<file path="src/rtl/mem_port_arbiter.sv">
// mem_port_arbiter: shares one single-port memory between fetch and data ports, bounding fetch starvation
module mem_port_arbiter #(
  parameter int MAX_DATA_STREAK = 4
) (
  input  logic        clk,
  input  logic        rst,
  input  logic        f_req,
  input  logic [31:0] f_addr,
  output logic [31:0] f_rdata,
  output logic        f_ready,
  input  logic        m_req,
  input  logic        m_write,
  input  logic [31:0] m_addr,
  input  logic [31:0] m_wdata,
  output logic [31:0] m_rdata,
  output logic        m_ready,
  output logic        mem_req,
  output logic        mem_write,
  output logic [31:0] mem_addr,
  output logic [31:0] mem_wdata,
  input  logic [31:0] mem_rdata,
  input  logic        mem_ack,
  output logic        stall_f,
  output logic        stall_m
);
  typedef enum logic [2:0] {IDLE, BUSY_F, BUSY_M, RESP_F, RESP_M} state_t;
  state_t state, nextState;
  logic [3:0] streak;
  logic busy, atLimit, grantM, grantF;
  assign busy = (state == BUSY_F) || (state == BUSY_M);
  assign atLimit = streak == 4'(MAX_DATA_STREAK);
  assign mem_req = busy;
  assign f_ready = state == RESP_F;
  assign m_ready = state == RESP_M;
  assign stall_f = f_req & ~f_ready;
  assign stall_m = m_req & ~m_ready;
  // Grant decision in IDLE (data port wins unless the streak limit is hit) and next-state selection
  always_comb begin
    grantM = (state == IDLE) && m_req && !(f_req && atLimit);
    grantF = (state == IDLE) && f_req && !grantM;
    nextState = grantM ? BUSY_M :
                grantF ? BUSY_F :
                (busy && mem_ack) ? ((state == BUSY_F) ? RESP_F : RESP_M) :
                ((state == RESP_F) || (state == RESP_M)) ? IDLE : state;
  end
  // State, memory command registers, streak counter and captured read data
  always_ff @(posedge clk) begin
    if (rst) begin
      state     <= IDLE;
      streak    <= 4'd0;
      mem_write <= 1'b0;
      mem_addr  <= 32'h0;
      mem_wdata <= 32'h0;
      f_rdata   <= 32'h0;
      m_rdata   <= 32'h0;
    end else begin
      state <= nextState;
      if (grantM) begin
        mem_addr  <= m_addr;
        mem_wdata <= m_wdata;
        mem_write <= m_write;
        streak    <= f_req ? (atLimit ? streak : streak + 4'd1) : 4'd0;
      end
      if (grantF) begin
        mem_addr  <= f_addr;
        mem_write <= 1'b0;
        streak    <= 4'd0;
      end
      if (busy && mem_ack) begin
        mem_write <= 1'b0;
        if (state == BUSY_F) f_rdata <= mem_rdata;
        else if (!mem_write) m_rdata <= mem_rdata;
      end
    end
  end
endmodule

</file>
<file path="config.mk">
export PLATFORM = sky130hd
export DESIGN_NAME = mem_port_arbiter
export DESIGN_NICKNAME = d
export VERILOG_FILES = /design/src/rtl/mem_port_arbiter.sv
export SDC_FILE = /design/constraint.sdc
export NUM_CORES = 1
export LEC_CHECK = 0
export CORE_ASPECT_RATIO = 0.5
export CORE_UTILIZATION = 39
export DETAILED_ROUTE_END_ITERATION = 7
export GPL_ROUTABILITY_DRIVEN = 1
export HOLD_SLACK_MARGIN = 0.05
export PLACE_DENSITY = 0.85
export SKIP_LAST_GASP = 1
export SLEW_MARGIN = 5
export SYNTH_ARGS = -nofsm -noshare
export SYNTH_HDL_FRONTEND = slang
export SYNTH_SLANG_ARGS = --single-unit
</file>
<file path="constraint.sdc">
create_clock -name clk -period 2.36 [get_ports clk]
set_input_delay 0.59 -clock clk [delete_from_list [all_inputs] [get_ports clk]]
set_output_delay 0.59 -clock clk [all_outputs]
set_load 0.01 [all_outputs]
</file>
# == Word level (Yosys, flattened, before mapping) ==
# Index checks and enable logic that the tools add are counted.
# word_totals
inputBits,134
output_inout_bits,134
reg_bits,136
wordCells,53
# classes
n_bitwise,6
n_eq_ne,6
mux,9
n_reduce_logical,22
n_addsub,1
# op_table
operator,count
32-bit 2-to-1 mux,2
3-bit 2-to-1 mux,3
4-bit 2-to-1 mux,2
"3-bit by 2-bit == test with 1-bit output, second input constant",2
1-bit logical AND,6
3-bit OR reduction,2
"4-bit by 1-bit adder with 4-bit output, second input constant",1
"4-bit by 3-bit == test with 1-bit output, second input constant",1
2-bit 2-to-1 mux,2
1-bit NOT,4
2-bit AND reduction,2
2-bit nonzero test,2
4-bit nonzero test,1
2-bit OR reduction,2
"3-bit by 1-bit == test with 1-bit output, second input constant",1
"3-bit == test, second input constant",1
3-bit logical NOT,1
3-bit AND reduction,1
3-bit nonzero test,1
1-bit bitwise AND,2
1-bit logical NOT,2
1-bit logical OR,2
"2-bit inequality test, second input constant",1

# == Logic depth before layout (Yosys ltp) ==
# Gate-level depths: netlist of run 1.
# depth
word_depth,8
ltp_mapped,8
mapped_depth_nobuf,6

# == Worst setup path before layout of run 1 ==
# No wires, ideal clock.
# synth_timing
path_kind,input to register
from,in m_req
to,reg mem_addr[10]
setup_time_ns,0.086
n_path_buf,1
arrival_time_ns,1.584
required_time_ns,2.274
path_slack_ns,0.691
path_stages,5
path_cell_list,or2_2 -> nand2_1 -> clkbuf_1 -> a21oi_1 -> a211oi_1
# synth_between
elab_chain_cells,5
elab_cells_between_ends,6
cone_classes,1 x mux; 5 x reduce/logical
# synth_rtl
item,line_no,text
from (decl),11,"input logic m_req,"
1-bit logical AND (*) (2 in series),39,grantM = (state == IDLE) && m_req && !(f_req && atLimit);
1-bit logical NOT,40,grantF = (state == IDLE) && f_req && !grantM;
1-bit logical AND,40,
32-bit 2-to-1 mux or 2-bit nonzero test (tied branches),n/a,
to (signal assigned),59,mem_addr <= m_addr;
to (signal assigned),65,mem_addr <= f_addr;
to (decl),19,"output logic [31:0] mem_addr,"
# Every way passes the cells marked *; elsewhere a longest branch is shown, timed or not.
# A chain may end at the register's enable or synchronous reset.

# == Worst setup path in the final report of run 1 ==
# layout_timing
from,reg state[0]
to,out mem_req
# layout_between
elab_chain_cells,2
elab_cells_between_ends,3
cone_classes,2 x eq/ne; 1 x reduce/logical
# layout_rtl
item,line_no,text
from (decl),27,"state_t state, nextState;"
from (signal assigned),57,state <= nextState;
3-bit by 1-bit == test with 1-bit output or 3-bit by 2-bit == test with 1-bit output (tied branches),30,assign busy = (state == BUSY_F) || (state == BUSY_M);
1-bit logical OR (*),30,
to (decl),17,"output logic mem_req,"
# Marks and branches as above.

==> impl_metrics.ini, run 1 <==
[floorplanning]
ios = 268
die-width_um = 164
die_h_um = 83.0
rows = 29
start_util = 0.402
core_area_um2 = 12700
fp.dieArea_um2 = 13600

[timing]
rsz0062_at_grt = no
fmax_mhz = 460
setup_viol = 0
clock-skew-final_ns = 0.00963
period_needed_ns = 2.17
worst_slew_pin_slew_ns = 0.631
final_max_slew_viol_count = 0
slew_headroom = 0.580
finalCritPeriodShare = 0.922
finalHoldViolations = 0

[power]
switching_share = 0.268
peakVddDrop_mv = 0.436
power_frac_comb = 0.199
p_sw_mw = 1.74
p_total_mw = 6.50
p_clk_frac = 0.406
p_leak_nw = 3.22
seq_power_share = 0.395
p_per_area_nw_per_um2 = 752
intPower_mw = 4.76

[clock_network]
clkLatencyLatePin_ns = 0.41
cts_max_path_buffers = 2
cts_tree = built
post-cts-setup-buffer-count = 0
cts_made_buffers = 17
ctsHoldBuffers = 0
htreeDepth = 4
cts.sinks = 136
root_buffer = clkbuf_16
path_clk_slew_ns = 0.06

[yosys]
syn-num-nets = 796
synth-main-ff-cell = dfxtp_1
yosys_warnings = 0
synth-async-reset-ratio = 0
synth-seq-area-share = 0.532
yosys.area.top_type = dfxtp_1
postSynthAreaPerCell_um2 = 7.75
synthMostInstantiatedCell = nand2_1
syn_inst = 660
synth_area_leaders = dfxtp_1, nand2_1, a21oi_1
synth_top_area_share = 0.532
yosys-top-cells-count = nand2_1, dfxtp_1, a21oi_1, clkbuf_1, nor2_1
syn-cell-area_um2 = 5110
yosysUniqueCellTypes = 31
ys_ff_latch = 136
synth_edf_count = 0

[placed_design]
port_buffers = 267
globalplace.congestion = 0.822
dp_hpwl_mm = 11.9

[final_layout]
fin_nets = 1053
register_area_um2 = 2730
nFillCells = 976
drive_gt1_frac = 0.0699
multi_input_area_um2 = 2190
diodes = 0
synthToLayoutAreaGrowth_pct = 69.1
fin_util = 0.679

[routing]
dr.first_iter.drc_count = 345
vias_per_cell = 5.07
vias = 5573
wl_per_cell_um = 15.4
post-route-drc-count = 0
first_pass_iters = 4
wl_met2_mm = 8.59
top_layer_used = met4
drt-total-wl_mm = 17.0
wl_met3_mm = 1.02
wl_met1_mm = 6.70
ant_nets = 0

[critical_path]
worst-path-max-fanout = 9
crit_path_end_kind = primary output
crit_required_ns = 1.77
critPathKind = register to primary output
worstPathArrival_ns = 1.58
critPathLaunchType = register
crit_path_start = state[0]
regToRegStartpoint = streak[0]

[global_routing]
antenna_found_initial = 0
grt_max_degree = 55
track_usage = 0.249
grt_pass1_wl_mm = 26.7
grt_pass1_vias = 5431
overflow = 0

[run_status]
outcome = complete, no violations

[hold_path]
hold_path.startpoint = m_rdata[26]
hp-class = register to register

[flow_run]
maxCapViolations = 0
[worst paths after layout]
kind / endpoint / slack (ns) / cells past startpoint
worst min-delay path: m_rdata[26] / 0.45 / 2
worst min register to register: m_rdata[26] / 0.45 / 2
worst max register to register: mem_addr[14] / 0.55 / 7
worst max-delay path: mem_req / 0.19 / 3
[flip-flops by register name, indices dropped and copies added, names as in the netlist]
register	flops
f_rdata	32
mem_write	1
mem_wdata	32
m_rdata	32
state	3
streak	4
mem_addr	32
[placed cells by master (no fill, tap or decap), drive strengths merged, types with 2 or more instances in the layout]
cell type,Yosys,routed
clkdlybuf4s50,0,262
nand2,228,228
dfxtp,136,136
a21oi,131,131
nor2,38,38
a211oi,33,33
buf,10,24
clkbuf,42,18
inv,4,7
clkinv,0,7
o21ai,5,5
nor3,5,5
nand2b,3,3
or3,3,3
nand3,3,3
nor2b,2,2
and2,2,2
and3,2,2
ha,2,2
clkinvlp,0,2
bufinv,0,2
dlymetal6s2s,0,2
dlygate4sd2,0,2
[layout make-up]
class                   count  area share
well taps                 170      0.0246
repair buffers            290       0.338
flip-flops and latches    136       0.315
multi-input cells         468       0.253
inverters                   4     0.00174
clock inverters            14      0.0171
clock buffers              18      0.0508
[metal layers]
| layer | track usage | vias to the layer above |
|---|---|---|
| li1 | - | 2698 |
| met1 | 0.282 | 2625 |
| met2 | 0.435 | 196 |
| met3 | 0.0554 | 54 |
| met4 | 0.139 | 0 |
| met5 | 0 | - |
[critical path: stages (launching register included)]
cell and delay, ns:
dfxtp_2 0.45, xnor2_1 0.09, nor2_1 0.08, clkdlybuf4s50_1 0.56
[power groups by stage]
stage | sequential (mW) | combinational [mW] | clock (mW)
final | 2.57 | 1.29 | 2.64
after global routing | 2.59 | 1.40 | 2.80
after CTS | 2.57 | 1.30 | 2.69
after detailed placement | 2.62 | 1.29 | 0
after global placement | 2.61 | 1.26 | 0
after floorplan | 2.68 | 0.471 | 0
[through the flow]
step | instance area, um2 | setup TNS, ns | worst slack, ns | std cells | hold slack, ns
detailed placement | 8050 | -0.0374 | -0.0322 | 1068 | 0.446
finish | 8650 | 0 | 0.185 | 1100 | 0.453
floorplan | 5110 | 0 | 0.691 | 660 | 0.458
global placement | 8050 | -0.0463 | -0.0463 | 1068 | 0.441
CTS | 8640 | 0 | 0.0214 | 1100 | 0.454
global route | 8650 | 0 | 0.140 | 1100 | 0.472
[kinds of logic after synthesis]
group	Yosys count	synth area share
AOI/OAI and AO/OA	174	0.189
adders and majority gates	2	0.00489
buffers and inverters	56	0.0440
DFF	136	0.532
and+or+nand+nor	290	0.226
xor gates and xnor gates	1	0.00171
muxes	1	0.00196
[timing repair]
item                                    CTS  global route
resized for setup                         6             3
endpoints found under the setup margin    4             3
pin swaps                                 0             0
Note: power is estimated with default switching activity, not from simulation.
==> run 2, diff against run 1 <==
--- a/config.mk
+++ b/config.mk
@@ -6,6 +6,7 @@
 export NUM_CORES = 1
 export LEC_CHECK = 0
 export CORE_ASPECT_RATIO = 0.5
+export CORE_MARGIN = 2
 export CORE_UTILIZATION = 39
 export DETAILED_ROUTE_END_ITERATION = 7
 export GPL_ROUTABILITY_DRIVEN = 1
==> impl_metrics.ini, run 2 (synthesized netlist as in run 1, its figures left out) <==
[timing]
period_needed_ns = 2.17
final_max_slew_viol_count = 0
worst_slew_pin_slew_ns = 0.487
fin_setup_tns_ns = 0
finalHoldViolations = 0
rsz0062_at_grt = no
clock-skew-final_ns = 0.00765
setup_viol = 0
finalCritPeriodShare = 0.921
fmax_mhz = 460
slew_headroom = 0.676
hold_slack_ns = 0.453

[clock_network]
cts_max_path_buffers = 2
path_clk_slew_ns = 0.06
root_buffer = clkbuf_16
cts.sinks = 136
cts_made_buffers = 17
htreeDepth = 4
cts_tree = built
clkLatencyLatePin_ns = 0.41

[final_layout]
multi_input_area_um2 = 2190
final_area_um2 = 8650
fin_nets = 1053
mostFrequentLayoutCells = clkdlybuf4s50_1, nand2_1, dfxtp_1
nFillCells = 969
synthToLayoutAreaGrowth_pct = 69.1
diodes = 0
register_area_um2 = 2730
final_common_cell = clkdlybuf4s50_1
instances_no_fill = 1099
drive_gt1_frac = 0.0689

[placed_design]
dp_hpwl_mm = 12.0
placed_area_um2 = 8040
globalplace.congestion = 0.831
dp.cells = 1068
port_buffers = 267

[routing]
post-route-drc-count = 0
vias_per_cell = 5.05
wl_per_cell_um = 15.5
ant_nets = 0
dr.first_iter.drc_count = 412
drt-total-wl_mm = 17.0
vias = 5546
first_pass_iters = 5

[floorplanning]
die-width_um = 166
die_h_um = 85.0
fp.dieArea_um2 = 14100
ios = 268
start_util = 0.402
rows = 29
core_area_um2 = 12700

[critical_path]
crit_required_ns = 1.77
crit_path_end_kind = primary output
critPathKind = register to primary output
worst-path-max-fanout = 9
critPathMaxStageDelay_ns = 0.57
critPathLaunchType = register
crit_buf_inv = 1
slowest_stage = clkdlybuf4s50_1
worstPathArrival_ns = 1.58
cpLargestDelayFamily = buffers and inverters
path_cells = xnor2_1, nor2_1, clkdlybuf4s50_1

[power]
peakVddDrop_mv = 0.471
p_leak_nw = 3.22
p_total_mw = 6.51
p_sw_mw = 1.72
p_per_area_nw_per_um2 = 753
switching_share = 0.265
intPower_mw = 4.79
p_clk_frac = 0.407
seq_power_share = 0.395
power_frac_comb = 0.198

[flow_run]
maxCapViolations = 0

[run_status]
outcome = complete, no violations

[global_routing]
track_usage = 0.237
overflow = 0
grt_pass1_wl_mm = 27.1
grt_max_degree = 44
grt_pass1_vias = 5519
antenna_found_initial = 0

[hold_path]
hp-class = register to register
-- run 2: cell types whose count changed in the layout (fill, tap and decap cells not counted), sizes merged --
cell	before	now
clkinv	7	2
inv	7	9
clkbuf	18	19
clkinvlp	2	3
dlygate4sd2	2	1
dlymetal6s2s	2	3
-- run 2: final timing paths --
kind	depth (start not counted)	slack, ns	start	end
min	2	0.45	mem_wdata[28]	mem_wdata[28]
max reg2reg	7	0.60	streak[0]	mem_addr[11]
max	3	0.19	state[0]	mem_req
min reg2reg	2	0.45	mem_wdata[28]	mem_wdata[28]
-- run 2: repair_timing --
action / CTS / global route
buffers inserted: 0 / 0
setup endpoints to repair: 4 / 4
gates resized for setup: 5 / 4
hold buffers: 0 / 0
-- run 2: power groups by stage --
stage	logic, mW	clock network, mW	registers (mW)
after CTS	1.29	2.70	2.57
after global routing	1.39	2.81	2.59
after detailed placement	1.28	0	2.62
after floorplan	0.471	0	2.68
after global placement	1.26	0	2.61
final	1.29	2.65	2.57
-- run 2: layout make-up --
cell class | count | area share
tap | 170 | 0.0246
inverter | 4 | 0.00174
clock inverter | 12 | 0.0162
multi-input combinational | 468 | 0.253
clock buffer | 19 | 0.0524
sequential | 136 | 0.316
timing repair buffer | 290 | 0.337
-- run 2: worst min-delay path: stages, from the launching register on --
cell and delay, ns:
dfxtp_1 0.31, nand2_1 0.05, a21oi_1 0.05
-- run 2: metal layers --
| layer | track usage | vias up | wire length (um) | share of wire |
|---|---|---|---|---|
| met5 | 0 | - | 0 | 0 |
| met4 | 0.145 | 0 | 694 | 0.041 |
| met3 | 0.0625 | 60 | 1010 | 0.060 |
| met2 | 0.411 | 208 | 8570 | 0.50 |
| met1 | 0.267 | 2582 | 6740 | 0.40 |
| li1 | - | 2696 | - | - |
-- run 2: stage by stage --
| step | util | setup WS [ns] |
|---|---|---|
| after floorplan | - | 0.691 |
| after global placement | 0.631 | 0.00251 |
| after detailed placement | 0.631 | -0.0161 |
| after CTS | 0.678 | 0.00412 |
| after global routing | 0.679 | 0.132 |
| final | 0.679 | 0.186 |
